===== src/rtl/sync_fifo_pkg.sv =====
// Shared constants and helpers for the single-clock FIFO.
package sync_fifo_pkg;

  localparam string FT_TRUE  = "TRUE";
  localparam string FT_FALSE = "FALSE";

  // Ceiling log2, used only for elaboration-time parameter checks.
  function automatic int clog2(input int v);
    int r;
    r = 0;
    while ((1 << r) < v) r++;
    return r;
  endfunction

endpackage


===== src/rtl/sync_fifo_mem.sv =====
// DEPTH x DATASIZE storage: one write port and one read port.
// The read port is combinational (fall-through) or loaded on an accepted read.
module sync_fifo_mem
  import sync_fifo_pkg::*;
#(
  parameter int    DATASIZE    = 8,
  parameter int    ADDRSIZE    = 4,
  parameter string FALLTHROUGH = "TRUE"
) (
  input  logic                clk,
  input  logic                rst,
  input  logic                we,
  input  logic [ADDRSIZE-1:0] waddr,
  input  logic [DATASIZE-1:0] wdata,
  input  logic                re,
  input  logic [ADDRSIZE-1:0] raddr,
  output logic [DATASIZE-1:0] rdata
);

  localparam int DEPTH = 1 << ADDRSIZE;

  logic [DATASIZE-1:0] mem_q [DEPTH];

  // Storage is deliberately not reset so it can map onto RAM primitives.
  always_ff @(posedge clk) begin
    if (we) mem_q[waddr] <= wdata;
  end

  if (FALLTHROUGH == FT_TRUE) begin : g_ft
    logic unused_ft;
    assign unused_ft = rst ^ re;
    assign rdata     = mem_q[raddr];
  end else begin : g_reg
    logic [DATASIZE-1:0] rdata_q;
    logic [DATASIZE-1:0] rdata_d;

    always_comb begin
      rdata_d = rdata_q;
      if (re) rdata_d = mem_q[raddr];
    end

    always_ff @(posedge clk or posedge rst) begin
      if (rst) rdata_q <= '0;
      else     rdata_q <= rdata_d;
    end

    assign rdata = rdata_q;
  end

endmodule


===== src/rtl/sync_fifo.sv =====
// Single-clock FIFO: binary pointers, registered occupancy count and flags,
// programmable almost-full/almost-empty and one-cycle overflow/underflow pulses.
module sync_fifo
  import sync_fifo_pkg::*;
#(
  parameter int    DATASIZE    = 8,
  parameter int    ADDRSIZE    = 4,
  parameter string FALLTHROUGH = "TRUE",
  parameter int    AWFULL_TH   = 2,
  parameter int    AREMPTY_TH  = 2
) (
  input  logic                clk,
  input  logic                rst,
  input  logic                winc,
  input  logic [DATASIZE-1:0] wdata,
  output logic                wfull,
  output logic                awfull,
  input  logic                rinc,
  output logic [DATASIZE-1:0] rdata,
  output logic                rempty,
  output logic                arempty,
  output logic [ADDRSIZE:0]   count,
  output logic                overflow,
  output logic                underflow
);

  localparam int              DEPTH   = 1 << ADDRSIZE;
  localparam logic [ADDRSIZE:0] DEPTH_C = (ADDRSIZE + 1)'(DEPTH);
  localparam logic [ADDRSIZE:0] AWF_C   = (ADDRSIZE + 1)'(AWFULL_TH);
  localparam logic [ADDRSIZE:0] ARE_C   = (ADDRSIZE + 1)'(AREMPTY_TH);
  localparam logic [ADDRSIZE:0] ONE     = 1;

  if (AWFULL_TH < 1 || AWFULL_TH >= DEPTH || clog2(AWFULL_TH + 1) > ADDRSIZE) begin : g_bad_awf
    $error("sync_fifo: AWFULL_TH=%0d outside 1..%0d", AWFULL_TH, DEPTH - 1);
  end
  if (AREMPTY_TH < 1 || AREMPTY_TH >= DEPTH || clog2(AREMPTY_TH + 1) > ADDRSIZE) begin : g_bad_are
    $error("sync_fifo: AREMPTY_TH=%0d outside 1..%0d", AREMPTY_TH, DEPTH - 1);
  end
  if (FALLTHROUGH != FT_TRUE && FALLTHROUGH != FT_FALSE) begin : g_bad_ft
    $error("sync_fifo: FALLTHROUGH must be TRUE or FALSE");
  end

  logic [ADDRSIZE:0] wptr_q, wptr_d;
  logic [ADDRSIZE:0] rptr_q, rptr_d;
  logic [ADDRSIZE:0] count_q, count_d;
  logic              wfull_q, wfull_d;
  logic              rempty_q, rempty_d;
  logic              awfull_q, awfull_d;
  logic              arempty_q, arempty_d;
  logic              overflow_q, overflow_d;
  logic              underflow_q, underflow_d;
  logic              wr_acc;
  logic              rd_acc;

  // Acceptance uses the registered flags, so a full FIFO rejects a write even
  // when a read frees a slot on the same edge (and symmetrically when empty).
  always_comb begin
    wr_acc      = winc & ~wfull_q;
    rd_acc      = rinc & ~rempty_q;
    wptr_d      = wr_acc ? wptr_q + ONE : wptr_q;
    rptr_d      = rd_acc ? rptr_q + ONE : rptr_q;
    count_d     = count_q;
    case ({wr_acc, rd_acc})
      2'b10:   count_d = count_q + ONE;
      2'b01:   count_d = count_q - ONE;
      default: count_d = count_q;
    endcase
    wfull_d     = (count_d == DEPTH_C);
    rempty_d    = (count_d == '0);
    awfull_d    = ((DEPTH_C - count_d) <= AWF_C);
    arempty_d   = (count_d <= ARE_C);
    overflow_d  = winc & wfull_q;
    underflow_d = rinc & rempty_q;
  end

  always_ff @(posedge clk or posedge rst) begin
    if (rst) begin
      wptr_q      <= '0;
      rptr_q      <= '0;
      count_q     <= '0;
      wfull_q     <= 1'b0;
      rempty_q    <= 1'b1;
      awfull_q    <= 1'b0;
      arempty_q   <= 1'b1;
      overflow_q  <= 1'b0;
      underflow_q <= 1'b0;
    end else begin
      wptr_q      <= wptr_d;
      rptr_q      <= rptr_d;
      count_q     <= count_d;
      wfull_q     <= wfull_d;
      rempty_q    <= rempty_d;
      awfull_q    <= awfull_d;
      arempty_q   <= arempty_d;
      overflow_q  <= overflow_d;
      underflow_q <= underflow_d;
    end
  end

  // Wrap bits are kept for a natural modulo-2*DEPTH pointer but flags come from count.
  logic unused_wrap;
  assign unused_wrap = wptr_q[ADDRSIZE] ^ rptr_q[ADDRSIZE];

  sync_fifo_mem #(
    .DATASIZE   (DATASIZE),
    .ADDRSIZE   (ADDRSIZE),
    .FALLTHROUGH(FALLTHROUGH)
  ) u_mem (
    .clk  (clk),
    .rst  (rst),
    .we   (wr_acc),
    .waddr(wptr_q[ADDRSIZE-1:0]),
    .wdata(wdata),
    .re   (rd_acc),
    .raddr(rptr_q[ADDRSIZE-1:0]),
    .rdata(rdata)
  );

  assign count     = count_q;
  assign wfull     = wfull_q;
  assign rempty    = rempty_q;
  assign awfull    = awfull_q;
  assign arempty   = arempty_q;
  assign overflow  = overflow_q;
  assign underflow = underflow_q;

endmodule


===== config.mk =====
export PLATFORM = sky130hd
export DESIGN_NAME = sync_fifo
export DESIGN_NICKNAME = d
export VERILOG_FILES = /design/src/rtl/sync_fifo_pkg.sv /design/src/rtl/sync_fifo_mem.sv /design/src/rtl/sync_fifo.sv
export SDC_FILE = /design/constraint.sdc
export NUM_CORES = 1
export LEC_CHECK = 0
export BUFFER_PORTS_ARGS = -buffer_cell sky130_fd_sc_hd__buf_2
export CORE_AREA = 5 5 102 104
export DETAILED_ROUTE_END_ITERATION = 7
export DIE_AREA = 0 0 107 109
export PLACE_DENSITY_LB_ADDON = 0.25
export SYNTH_ARGS = -nofsm -noshare
export SYNTH_HDL_FRONTEND = slang
export SYNTH_SLANG_ARGS = --single-unit

===== constraint.sdc =====
create_clock -name clk -period 5.2 [get_ports clk]
set_clock_uncertainty 0.1 [all_clocks]
set_input_delay 0.26 -clock clk [delete_from_list [all_inputs] [get_ports clk]]
set_output_delay 0.26 -clock clk [all_outputs]
set_load 0.005 [all_outputs]

==> summary.md, run 1 <==
| Metric | Value |
|---|---|
| Post-detail-place hpwl | `7270 um` |
| Global-route wire length before repair | `18200 um` |
| CP max stage cell | `dfstp_2` |
| Critical path arrival | `3.87 ns` |
| Hold Startpoint | `wdata[5]` |
| Die ar. | `0.0117 mm^2` |
| Slew Viols, Final | `0` |
| Die width | `107 um` |
| Max-Cap Viols | `0` |
| Critical Path, Cell by Cell | `nand2b_1 > nor2_1 > xor2_1 > ha_1 > a21o_1 > and3_1 > nor3_2 > xor2_1 > nor3_1 > ha_1 > a21oi_1 > nand2_1 > nor3b_1 > a211o_1` |
| GRT Total Usage | `22.3%` |
| Nets | `366` |
| Most frequent cells in the layout | `edfxtp_1 (128), mux4_2 (40), buf_2 (30)` |
| Setup Total Neg Slack | `0 ns` |
| DR iter-0 viols | `224` |
| Syn_area_per_cell | `19.8 um^2` |
| Fmax | `285 MHz` |
| Worst Hold Class | `in -> reg` |
| Number of global-route vias before repair | `3097` |
| RSZ-0062 raised after global routing | `no` |
| P&R area growth vs syn | `14.3%` |
| Skew-Pair Late Insertion Delay | `0.52 ns` |
| Sink Count | `147` |
| DRC viols | `0` |
| Worst setup margin | `1.69 ns` |
| Critical setup path kind | `reg -> reg` |
| Crit Path Max Fanout | `7` |
| GRT overflow | `0` |
| Clock Pin Slew Worst Setup and Hold Paths | `0.06 ns` |
| Post-CTS Resized | `0` |
| Reg2reg end | `awfull` |
| Hold endpoint | `u_mem.mem_q[11][5]` |
| Share of cells above drive strength 1 | `31.9%` |
| CP top delay family | `simple AND/OR/NAND/NOR gates` |
| Rows | `36` |
| WP depth | `14` |
| IO buf count | `30` |
| Initial antenna violation count | `0` |
| Core footprint | `0.00946 mm^2` |
| Run status | `complete, no violations` |
| Hold Fails Final Rpt | `0` |
| Static Leak | `2.39 nW` |
| Post-Syn Instances | `302` |
| Final setup violation count | `0` |
| H-tree Lvls | `4` |
| Post-synth EDFFs | `128` |
| Routability cong. | `0.848` |
| Type of origin of the critical path | `flop` |
| Initial Utilization | `63.3%` |
| Most common cell after layout, fill and taps aside | `edfxtp_1` |
| FF-to-FF path depth | `14` |
| Synth warn | `0` |
| Worst slew margin | `33.8%` |
| Drt first pass iters | `4` |
| Wire per inst | `24.7 um` |
| Synthesized area | `0.00598 mm^2` |
| Antenna Nets Post-Route | `0` |
| Period utilization | `67.5%` |
| Via count | `2931` |
| Asr flop ratio synth | `12.9%` |
| Vias per cell | `6.26` |
| Reg2Reg Setup Slack | `1.69 ns` |
| Syn nets | `327` |
| Largest net degree at the start of global routing | `22` |
| TritonCTS Buffers | `17` |
| Post-CTS Setup Repair Bufs | `0` |
| Post-CTS Hold Buffers | `3` |
| Top FF cell, synth | `edfxtp_1` |
| Worst Setup End Kind | `flop` |
| CP peak stage delay | `0.53 ns` |
| Pwr Density | `585 mW/mm^2` |
| Post-synth cell types | `42` |
| Worst IR drop on VDD | `0.424 mV` |
| Bufs and invs on worst path | `0` |
| TritonCTS clock tree | `done` |
| Sequential area share after synthesis | `72.2%` |
| CTS Root Cell | `clkbuf_8` |
| Clock buffer depth | `2` |
| RR Startpoint | `rempty` |
| Fin crit period | `3.51 ns` |
| Ant. Diodes | `0` |
| Yosys reg bits | `147` |
| Die height | `109 um` |
| WL final | `11600 um` |
| Worst Tran Pin Value | `0.987 ns` |
| Hold Slack | `0.0173 ns` |
| CP Data Required Time | `5.56 ns` |
| Num ports | `31` |
| Setup WS pre-CTS | `1.69 ns` |
| Cells on Worst Hold Path | `1` |
==> worst max-delay path by stage <==
| stage | startpoint | end | slack [ns] |
|---|---|---|---|
| CTS | rempty | awfull | 1.66 |
| detailed placement | rempty | awfull | 1.69 |
| global route | rempty | awfull | 1.40 |
| finish | rempty | awfull | 1.69 |
| global placement | rempty | awfull | 1.88 |
| floorplan | wfull | awfull | 2.15 |
==> state kept, by name, indices dropped and copies added (netlist names) <==
name         count
overflow         1
rptr_q           4
wptr_q           4
wfull            1
u_mem.mem_q    128
awfull           1
arempty          1
count            5
rempty           1
underflow        1
==> Yosys cell counts, drive strengths merged, types with 2 or more instances <==
library cell	count	area, um^2
a21oi	3	15.0
and2	3	20.0
buf	10	51.3
clkbuf	5	20.0
dfrtp	17	425
dfstp	2	52.6
edfxtp	128	3840
ha	13	163
inv	9	33.8
mux4	40	901
nand2	14	52.6
nand2b	3	18.8
nand4	2	12.5
nor2	15	56.3
nor3	6	35.0
nor4	2	12.5
o21ai	2	10.0
xnor2	7	61.3
xor2	3	26.3
==> metrics by stage <==
step           std cells  area, um^2  total power, mW  utilization [%]
5_1_grt              468        6840             4.23             72.3
6_report             468        6840             4.00             72.3
3_5_place_dp         433        6240             2.85             66.0
3_3_place_gp         433        6240             2.81             66.0
4_1_cts              468        6840             4.03             72.3
2_1_floorplan        302        5980             2.48                -
==> report_power, final <==
group | leakage [nW] | internal [mW] | total, mW | switching [mW]
clock network | 0.274 | 0.728 | 1.17 | 0.440
registers | 1.39 | 1.46 | 1.67 | 0.208
logic | 0.726 | 0.593 | 1.16 | 0.569
==> area by class of cell <==
cell class	instances	area, um^2
Clock inverter	10	134
Multi-Input combinational cell	130	1560
Clock buffer	22	433
Tap cell	114	143
Timing Repair Buffer	35	195
Inverter	10	50.0
Sequential cell	147	4320
Fill cell	579	2620
==> routing by layer <==
metal	vias up	part of all wire (%)	global-route usage (%)	routed length [um]
li1	1289	-	-	-
met1	1515	40	31.1	4680
met2	111	51	35.4	5870
met3	16	7.1	6.10	825
met4	0	1.7	6.58	193
met5	-	0	0	0
==> cells by family (layout without fill, tap and decap cells) <==
logic type | after synthesis | after routing | share of synthesized area [%]
AOI/OAI and AO/OA | 14 | 14 | 1.94
xor gates and xnor gates | 10 | 10 | 1.46
adders and majority gates | 13 | 13 | 2.72
buffers and inverters | 25 | 77 | 2.03
DFF | 147 | 147 | 72.2
muxes | 41 | 41 | 15.2
and+or+nand+nor | 52 | 52 | 4.41
Power figures use the tool's default switching activity.
==> run 2, diff against run 1 <==
--- a/config.mk
+++ b/config.mk
@@ -5,10 +5,11 @@
 export SDC_FILE = /design/constraint.sdc
 export NUM_CORES = 1
 export LEC_CHECK = 0
+export ABC_AREA = 1
 export BUFFER_PORTS_ARGS = -buffer_cell sky130_fd_sc_hd__buf_2
-export CORE_AREA = 5 5 102 104
+export CORE_AREA = 5 5 108 110
 export DETAILED_ROUTE_END_ITERATION = 7
-export DIE_AREA = 0 0 107 109
+export DIE_AREA = 0 0 113 115
 export PLACE_DENSITY_LB_ADDON = 0.25
 export SYNTH_ARGS = -nofsm -noshare
 export SYNTH_HDL_FRONTEND = slang
==> constraint.sdc (replaced) <==
create_clock -name clk -period 3.4 [get_ports clk]
set_clock_uncertainty 0.1 [all_clocks]
set_input_delay 0.17 -clock clk [delete_from_list [all_inputs] [get_ports clk]]
set_output_delay 0.17 -clock clk [all_outputs]
set_load 0.005 [all_outputs]
==> run 2 against run 1 <==
Clock power grew 61%. Critical endpoint is now rdata[6]. Critical path type is now reg -> out. Via count grew 32%. Highest routed layer unchanged. Cell area grew 6.9%.
==> summary.md, run 2 <==
| Metric | Value |
|---|---|
| Run status | `complete, no violations (unchanged)` |
| List of most frequent post-synthesis cells | `edfxtp_1 (128), inv_1 (55), o21ai_0 (43) (was edfxtp_1 (128), mux4_2 (40), dfrtp_1 (17))` |
| Clock Pin Slew Worst Setup and Hold Paths | `0.06 ns (about the same)` |
| Asr flop ratio synth | `12.9% (unchanged)` |
| Period utilization | `84.8%` |
| Critical path arrival | `2.61 ns (was 3.87 ns)` |
| Largest cells by area after synthesis | `edfxtp_1 (61%), dfrtp_1 (6.7%), mux2i_1 (5.1%) (was edfxtp_1 (64%), mux4_2 (15%), dfrtp_1 (7.1%))` |
| Via count | `3870 (was 2931)` |
| WL final | `12800 um (was 11600 um)` |
| Synthesized area | `0.00633 mm^2 (was 0.00598 mm^2)` |
| Post-synth cell types | `32 (was 42)` |
| Core footprint | `0.0106 mm^2 (was 0.00946 mm^2)` |
| Yosys reg bits | `147 (unchanged)` |
| Setup Total Neg Slack | `0 ns (unchanged)` |
| Vias per cell | `5.66 (was 6.26)` |
| Pwr Density | `885 mW/mm^2 (was 585 mW/mm^2)` |
| IO buf count | `30 (unchanged)` |
| Die width | `113 um (was 107 um)` |
| Skew-Pair Late Insertion Delay | `0.52 ns (about the same)` |
| Placement Cell Area | `0.00660 mm^2 (was 0.00624 mm^2)` |
| Post-Layout Inst Area | `0.00731 mm^2 (was 0.00684 mm^2)` |
| DRC viols | `0 (unchanged)` |
| Flip-flop count of the largest register after layout | `128 (unchanged)` |
| Worst Hold Class | `in -> async (was in -> reg)` |
| Initial Utilization | `59.7% (was 63.3%)` |
| DR iter-0 viols | `354 (was 224)` |
| CTS Root Cell | `clkbuf_8 (unchanged)` |
| Crit Path Max Fanout | `72 (was 7)` |
| GRT Total Usage | `21.2% (was 22.3%)` |
| Worst Tran Pin Value | `0.883 ns (was 0.987 ns)` |
| Sink Count | `147 (unchanged)` |
| Sequential area share after synthesis | `68.2% (was 72.2%)` |
| TritonCTS clock tree | `done (unchanged)` |
| Syn nets | `513 (was 327)` |
| Setup WS pre-CTS | `0.617 ns (was 1.69 ns)` |
| Global-route wire length before repair | `20500 um (was 18200 um)` |
| Post-CTS Resized | `0 (unchanged)` |
| Wire per inst | `18.7 um (was 24.7 um)` |
| Slew Viols, Final | `0 (unchanged)` |
| Routability cong. | `0.822 (was 0.848)` |
| Post-CTS Setup Repair Bufs | `0 (unchanged)` |
| Drt first pass iters | `6 (was 4)` |
| Initial antenna violation count | `0 (unchanged)` |
| Syn_area_per_cell | `13.0 um^2 (was 19.8 um^2)` |
| P&R area growth vs syn | `15.5% (was 14.3%)` |
| Synth warn | `0 (unchanged)` |
| Most frequent cells in the layout | `edfxtp_1 (128), inv_1 (55), o21ai_0 (43) (was edfxtp_1 (128), mux4_2 (40), buf_2 (30))` |
| Fmax | `347 MHz` |
| Num ports | `31 (unchanged)` |
| TritonCTS Buffers | `17 (unchanged)` |
| Post-detail-place hpwl | `7990 um (was 7270 um)` |
| Post-synth EDFFs | `128 (unchanged)` |
| Ant. Diodes | `0 (unchanged)` |
| Largest net degree at the start of global routing | `73 (was 22)` |
| Top-count cell post-synth | `edfxtp_1 (unchanged)` |
| Static Leak | `2.85 nW (was 2.39 nW)` |
| Area leader, netlist | `edfxtp_1 (unchanged)` |
| Yosys top cell area share | `60.7% (was 64.2%)` |
| Antenna Nets Post-Route | `0 (unchanged)` |
| Top FF cell, synth | `edfxtp_1 (unchanged)` |
| Filler cells | `729 (was 579)` |
| Worst IR drop on VDD | `0.528 mV (was 0.424 mV)` |
| Critical setup path kind | `reg -> out (was reg -> reg)` |
| Number of global-route vias before repair | `3922 (was 3097)` |
| CP Data Required Time | `3.13 ns (was 5.56 ns)` |
| Max-Cap Viols | `0 (unchanged)` |
| Worst Setup End Kind | `output pin (was flop)` |
| Most flops, register | `u_mem.mem_q (unchanged)` |
| Fin crit period | `2.88 ns` |
| Hold Fails Final Rpt | `0 (unchanged)` |
| RSZ-0062 raised after global routing | `no (unchanged)` |
| Worst setup margin | `0.516 ns (was 1.69 ns)` |
| Most common cell after layout, fill and taps aside | `edfxtp_1 (unchanged)` |
| Die ar. | `0.0130 mm^2 (was 0.0117 mm^2)` |
| Final setup violation count | `0 (unchanged)` |
| Worst slew margin | `40.9% (was 33.8%)` |
| H-tree Lvls | `4 (unchanged)` |
| Util after Layout | `69.0% (was 72.3%)` |
| Die height | `115 um (was 109 um)` |
| Rows | `38 (was 36)` |
| GRT overflow | `0 (unchanged)` |
| Type of origin of the critical path | `flop (unchanged)` |
| Clock buffer depth | `2 (unchanged)` |
| Share of cells above drive strength 1 | `17.3% (was 31.9%)` |
| Post-Syn Instances | `488 (was 302)` |
| Nets | `556 (was 366)` |
## run 2: cell count changes after synthesis, sizes merged, moves of 5 or more
| cell | before | now |
|---|---|---|
| nor2 | 15 | 23 |
| nor3 | 6 | 1 |
| o211ai | 1 | 32 |
| xnor2 | 7 | 0 |
| mux2i | 1 | 32 |
| a21oi | 3 | 33 |
| mux4 | 40 | 0 |
| nand3 | 1 | 19 |
| o21ai | 2 | 45 |
| xor2 | 3 | 8 |
| nand2 | 14 | 46 |
| inv | 9 | 58 |
| clkbuf | 5 | 12 |
## run 2: stage by stage
step / hold WS, ns / cells / power (mW)
after floorplan: 0.0196 / 488 / 3.95
after global placement: 0.220 / 641 / 4.54
after detailed placement: 0.225 / 641 / 4.61
after CTS: 0.213 / 684 / 6.51
after global routing: 0.309 / 684 / 6.85
final: 0.228 / 684 / 6.47
## run 2: logic make-up after synthesis
group	Yosys count	synth area share, %
simple gates	96	7.79
flops	147	68.2
buf+inv	81	5.10
xor+xnor	8	1.11
mux	32	5.06
fa+ha+maj	13	2.57
compound gates	111	10.1
## run 2: worst paths after layout
check | cells after the start | slack (ns) | start | to
min reg2reg | 2 | 0.39 | wfull | overflow
max in group asynchronous | 3 | 2.43 | rst | rptr_q[0]
max | 7 | 0.52 | rptr_q[0] | rdata[6]
min | 3 | 0.23 | rst | underflow
max reg2reg | 15 | 0.61 | rempty | awfull
min in group clk | 4 | 0.32 | winc | overflow
## run 2: area by class of cell
cell class | count | area (um^2) | area share (%)
Timing Repair Buffer | 46 | 298 | 4.07
Sequential cell | 147 | 4330 | 59.2
Clock buffer | 17 | 414 | 5.66
Multi-Input combinational cell | 260 | 1690 | 23.1
Clock inverter | 15 | 189 | 2.58
Tap cell | 140 | 175 | 2.40
Inverter | 59 | 221 | 3.03
## run 2: report_power, final
part / total [mW] / switching, mW / internal [mW]
logic: 2.08 / 1.30 / 0.779
clock network: 1.88 / 0.698 / 1.18
registers: 2.51 / 0.276 / 2.23
## run 2: timing repair
item | in CTS | in global routing
hold buffers | 11 | 0
endpoints found under the hold margin | 152 | 0
setup endpoints to repair | 0 | 0
## run 2: metal layers
metal / vias to the layer above / track usage [%] / wire [um]
li1: 1830 / - / -
met1: 1891 / 25.3 / 5160
met2: 133 / 37.5 / 6710
met3: 16 / 5.37 / 722
met4: 0 / 7.61 / 196
met5: - / 0 / 0
## run 2: worst max-delay path, cell delays in order, from the launching register on
cell and delay (ns):
dfrtp_4 0.97, buf_4 0.36, a21oi_1 0.09, o21ai_0 0.11, o211ai_1 0.14, o211ai_1 0.16, nand2_1 0.08, buf_2 0.13
==> run 3, diff against run 2 <==
--- a/config.mk
+++ b/config.mk
@@ -5,11 +5,11 @@
 export SDC_FILE = /design/constraint.sdc
 export NUM_CORES = 1
 export LEC_CHECK = 0
-export ABC_AREA = 1
+export ABC_AREA = 0
 export BUFFER_PORTS_ARGS = -buffer_cell sky130_fd_sc_hd__buf_2
-export CORE_AREA = 5 5 108 110
+export CORE_AREA = 5 5 111 113
 export DETAILED_ROUTE_END_ITERATION = 7
-export DIE_AREA = 0 0 113 115
+export DIE_AREA = 0 0 116 118
 export PLACE_DENSITY_LB_ADDON = 0.25
 export SYNTH_ARGS = -nofsm -noshare
 export SYNTH_HDL_FRONTEND = slang
==> constraint.sdc (replaced) <==
create_clock -name clk -period 2.4 [get_ports clk]
set_clock_uncertainty 0.1 [all_clocks]
set_input_delay 0.12 -clock clk [delete_from_list [all_inputs] [get_ports clk]]
set_output_delay 0.12 -clock clk [all_outputs]
set_load 0.005 [all_outputs]
==> run 3 against run 2 <==
The run now ends with negative setup slack left. Non-clock buffer count is 54 higher. Clock power rose by 44%. Worst hold slack worse by 0.13 ns. Sequential power rose by 37%. Die area increased by 5.3%. Setup slack worse by 1.1 ns. Via count fell by 18%. Sequential share of layout area is 3.2 points lower. Cell count shrank 18%. First-iteration DRC count increased by 9.3%. Core utilization fell by 0.18 points. Largest cell class unchanged. Largest power group is now combinational cells. Highest routed layer unchanged.
==> summary.md, run 3 (synthesized netlist as in run 1, its figures left out) <==
| Metric | Value |
|---|---|
| Vias per cell | `5.64 (was 5.66)` |
| Critical setup path kind | `reg -> reg (was reg -> out)` |
| Most frequent CP cell | `nor3_4 (was o211ai_1)` |
| WL final | `12200 um (was 12800 um)` |
| Worst Tran Pin Value | `0.754 ns (was 0.883 ns)` |
| DR iter-0 viols | `387 (was 354)` |
| H-tree Lvls | `4 (unchanged)` |
| Num ports | `31 (unchanged)` |
| Number of global-route vias before repair | `3241 (was 3922)` |
| Net Sw Frac | `31.2% (was 35.2%)` |
| WP depth | `15 (was 7)` |
| Largest net degree at the start of global routing | `36 (was 73)` |
| Setup Total Neg Slack | `-1.50 ns (was 0 ns)` |
| Initial antenna violation count | `0 (unchanged)` |
| Internal | `7.12 mW (was 4.20 mW)` |
| TritonCTS Buffers | `17 (unchanged)` |
| Util after Layout | `68.8% (was 69.0%)` |
| Antenna Nets Post-Route | `0 (unchanged)` |
| Failing checks | `negative setup slack` |
| Rows | `39 (was 38)` |
| Global-route wire length before repair | `18500 um (was 20500 um)` |
| Sink Count | `147 (unchanged)` |
| CTS Root Cell | `clkbuf_16 (was clkbuf_8)` |
| Via count | `3168 (was 3870)` |
| RSZ-0062 raised after global routing | `yes (was no)` |
| Fin crit period | `3.01 ns` |
| FF-to-FF path depth | `15 (unchanged)` |
| Worst Setup End Kind | `flop (was output pin)` |
| Flip-flop count of the largest register after layout | `128 (unchanged)` |
| Worst IR drop on VDD | `1.10 mV (was 0.528 mV)` |
| CP Data Required Time | `2.67 ns (was 3.13 ns)` |
| Ant. Diodes | `0 (unchanged)` |
| Final setup violation count | `11 (was 0)` |
| Hold Fails Final Rpt | `0 (unchanged)` |
| Skew-Pair Late Insertion Delay | `0.42 ns (was 0.52 ns)` |
| Initial Utilization | `53.3% (was 59.7%)` |
| Setup WS pre-CTS | `-0.652 ns (was 0.617 ns)` |
| Clock Pin Slew Worst Setup and Hold Paths | `0.06 ns (about the same)` |
| Psw | `3.22 mW (was 2.27 mW)` |
| Die width | `116 um (was 113 um)` |
| Clock buffer depth | `2 (unchanged)` |
| Critical path arrival | `3.28 ns (was 2.61 ns)` |
| Slew Viols, Final | `0 (unchanged)` |
| Routability cong. | `0.812 (was 0.822)` |
| Most flops, register | `u_mem.mem_q (unchanged)` |
| Most common cell after layout, fill and taps aside | `edfxtp_1 (unchanged)` |
| Placement Cell Area | `0.00665 mm^2 (was 0.00660 mm^2)` |
| Max-Cap Viols | `0 (unchanged)` |
| Cells on Worst Hold Path | `5` |
| Die height | `118 um (was 115 um)` |
| CP peak stage delay | `0.53 ns (was 0.97 ns)` |
| Period utilization | `126%` |
| Static Leak | `2.79 nW (was 2.85 nW)` |
| Worst Hold Class | `in -> reg (was in -> async)` |
| Die ar. | `0.0137 mm^2 (was 0.0130 mm^2)` |
| Fmax | `332 MHz` |
| IO buf count | `30 (unchanged)` |
| CP top delay family | `simple AND/OR/NAND/NOR gates (was flip-flops)` |
| Share of cells above drive strength 1 | `45.6% (was 17.3%)` |
| DRC viols | `0 (unchanged)` |
| P&R area growth vs syn | `29.0% (was 15.5%)` |
| GRT overflow | `0 (unchanged)` |
| Post-Layout Inst Area | `0.00772 mm^2 (was 0.00731 mm^2)` |
| TritonCTS clock tree | `done (unchanged)` |
| Bufs and invs on worst path | `1 (was 2)` |
| Comb pwr share | `40.8% (was 32.1%)` |
| Clock power frac | `26.1% (was 29.1%)` |
| Post-detail-place hpwl | `7310 um (was 7990 um)` |
| Critical Path, Cell by Cell | `nand2b_4 > nor2_4 > xor2_1 > ha_2 > buf_4 > a21o_1 > and3_4 > nor3_4 > xor2_2 > nor3_4 > ha_4 > a21oi_4 > nand2_2 > nor4_4 > a211o_1 (was buf_4 > a21oi_1 > o21ai_0 > o211ai_1 > o211ai_1 > nand2_1 > buf_2)` |
| Type of origin of the critical path | `flop (unchanged)` |
| CP max stage cell | `dfstp_2 (was dfrtp_4)` |
| Run status | `finished, violations left (was complete, no violations)` |
| Worst slew margin | `49.6% (was 40.9%)` |
| Crit Path Max Fanout | `3 (was 72)` |
| Core footprint | `0.0112 mm^2 (was 0.0106 mm^2)` |
| Most frequent cells in the layout | `edfxtp_1 (128), buf_4 (49), mux4_2 (40) (was edfxtp_1 (128), inv_1 (55), o21ai_0 (43))` |
| Worst setup margin | `-0.614 ns (was 0.516 ns)` |
| Wire per inst | `21.8 um (was 18.7 um)` |
| Drt first pass iters | `5 (was 6)` |
| Pwr Density | `1340 mW/mm^2 (was 885 mW/mm^2)` |
| GRT Total Usage | `18.7% (was 21.2%)` |
| Nets | `431 (was 556)` |
| Sequential Power Share | `33.1% (was 38.8%)` |
[run 3: path summary, 6_finish.rpt]
check | to | start | slack (ns)
min in group asynchronous | wfull | rst | 0.27
setup / recovery | awfull | rempty | -0.61
hold / removal | rptr_q[0] | rinc | 0.09
setup reg to reg | awfull | rempty | -0.61
hold reg to reg | overflow | wfull | 0.48
max in group asynchronous | rptr_q[0] | rst | 1.41
[run 3: power by group through the flow]
| stage | clock network (mW) | logic [mW] | registers [mW] |
|---|---|---|---|
| after floorplan | 0 | 2.15 | 3.35 |
| after global placement | 0 | 3.20 | 3.44 |
| after detailed placement | 0 | 3.26 | 3.47 |
| after CTS | 2.74 | 3.69 | 3.42 |
| after global routing | 2.87 | 4.51 | 3.47 |
| final | 2.70 | 4.22 | 3.43 |
[run 3: metal layers]
| metal | track usage, % | part of all wire, % |
|---|---|---|
| met1 | 26.8 | 43 |
| met2 | 27.8 | 50 |
| met3 | 4.88 | 5.7 |
| met4 | 6.96 | 1.4 |
| met5 | 0 | 0 |
[run 3: metrics by stage]
| stage | power (mW) | std cells | hold slack, ns |
|---|---|---|---|
| CTS | 9.85 | 556 | 0.0992 |
| detailed placement | 6.73 | 505 | 0.189 |
| global placement | 6.64 | 505 | 0.173 |
| floorplan | 5.50 | 302 | -0.0304 |
| finish | 10.3 | 562 | 0.0928 |
| global route | 10.8 | 562 | 0.110 |
[run 3: worst register-to-register path, stage by stage (launching register included)]
cell and delay [ns]:
dfstp_2 0.53, nand2b_4 0.14, nor2_4 0.04, xor2_1 0.14, ha_2 0.18, buf_4 0.13
a21o_1 0.19, and3_4 0.17, nor3_4 0.16, xor2_2 0.23, nor3_4 0.07, ha_4 0.25
a21oi_4 0.13, nand2_2 0.10, nor4_4 0.27, a211o_1 0.12
[run 3: final cells by class]
class | count | area (um^2)
multi-input cells | 130 | 1710
repair buffers | 100 | 853
fillers | 701 | 3500
flip-flops and latches | 147 | 4320
clock buffers | 17 | 425
well taps | 143 | 179
clock inverters | 15 | 181
inverters | 10 | 50.0
[run 3: repair_timing]
| action | in CTS | in global routing |
|---|---|---|
| resized for setup | 8 | 23 |
| hold endpoints to repair | 141 | 0 |
| cloned | 4 | 0 |
| setup endpoints to repair | 12 | 12 |
| buffers inserted | 4 | 6 |
| pin swaps | 3 | 9 |
| hold buffers | 11 | 0 |
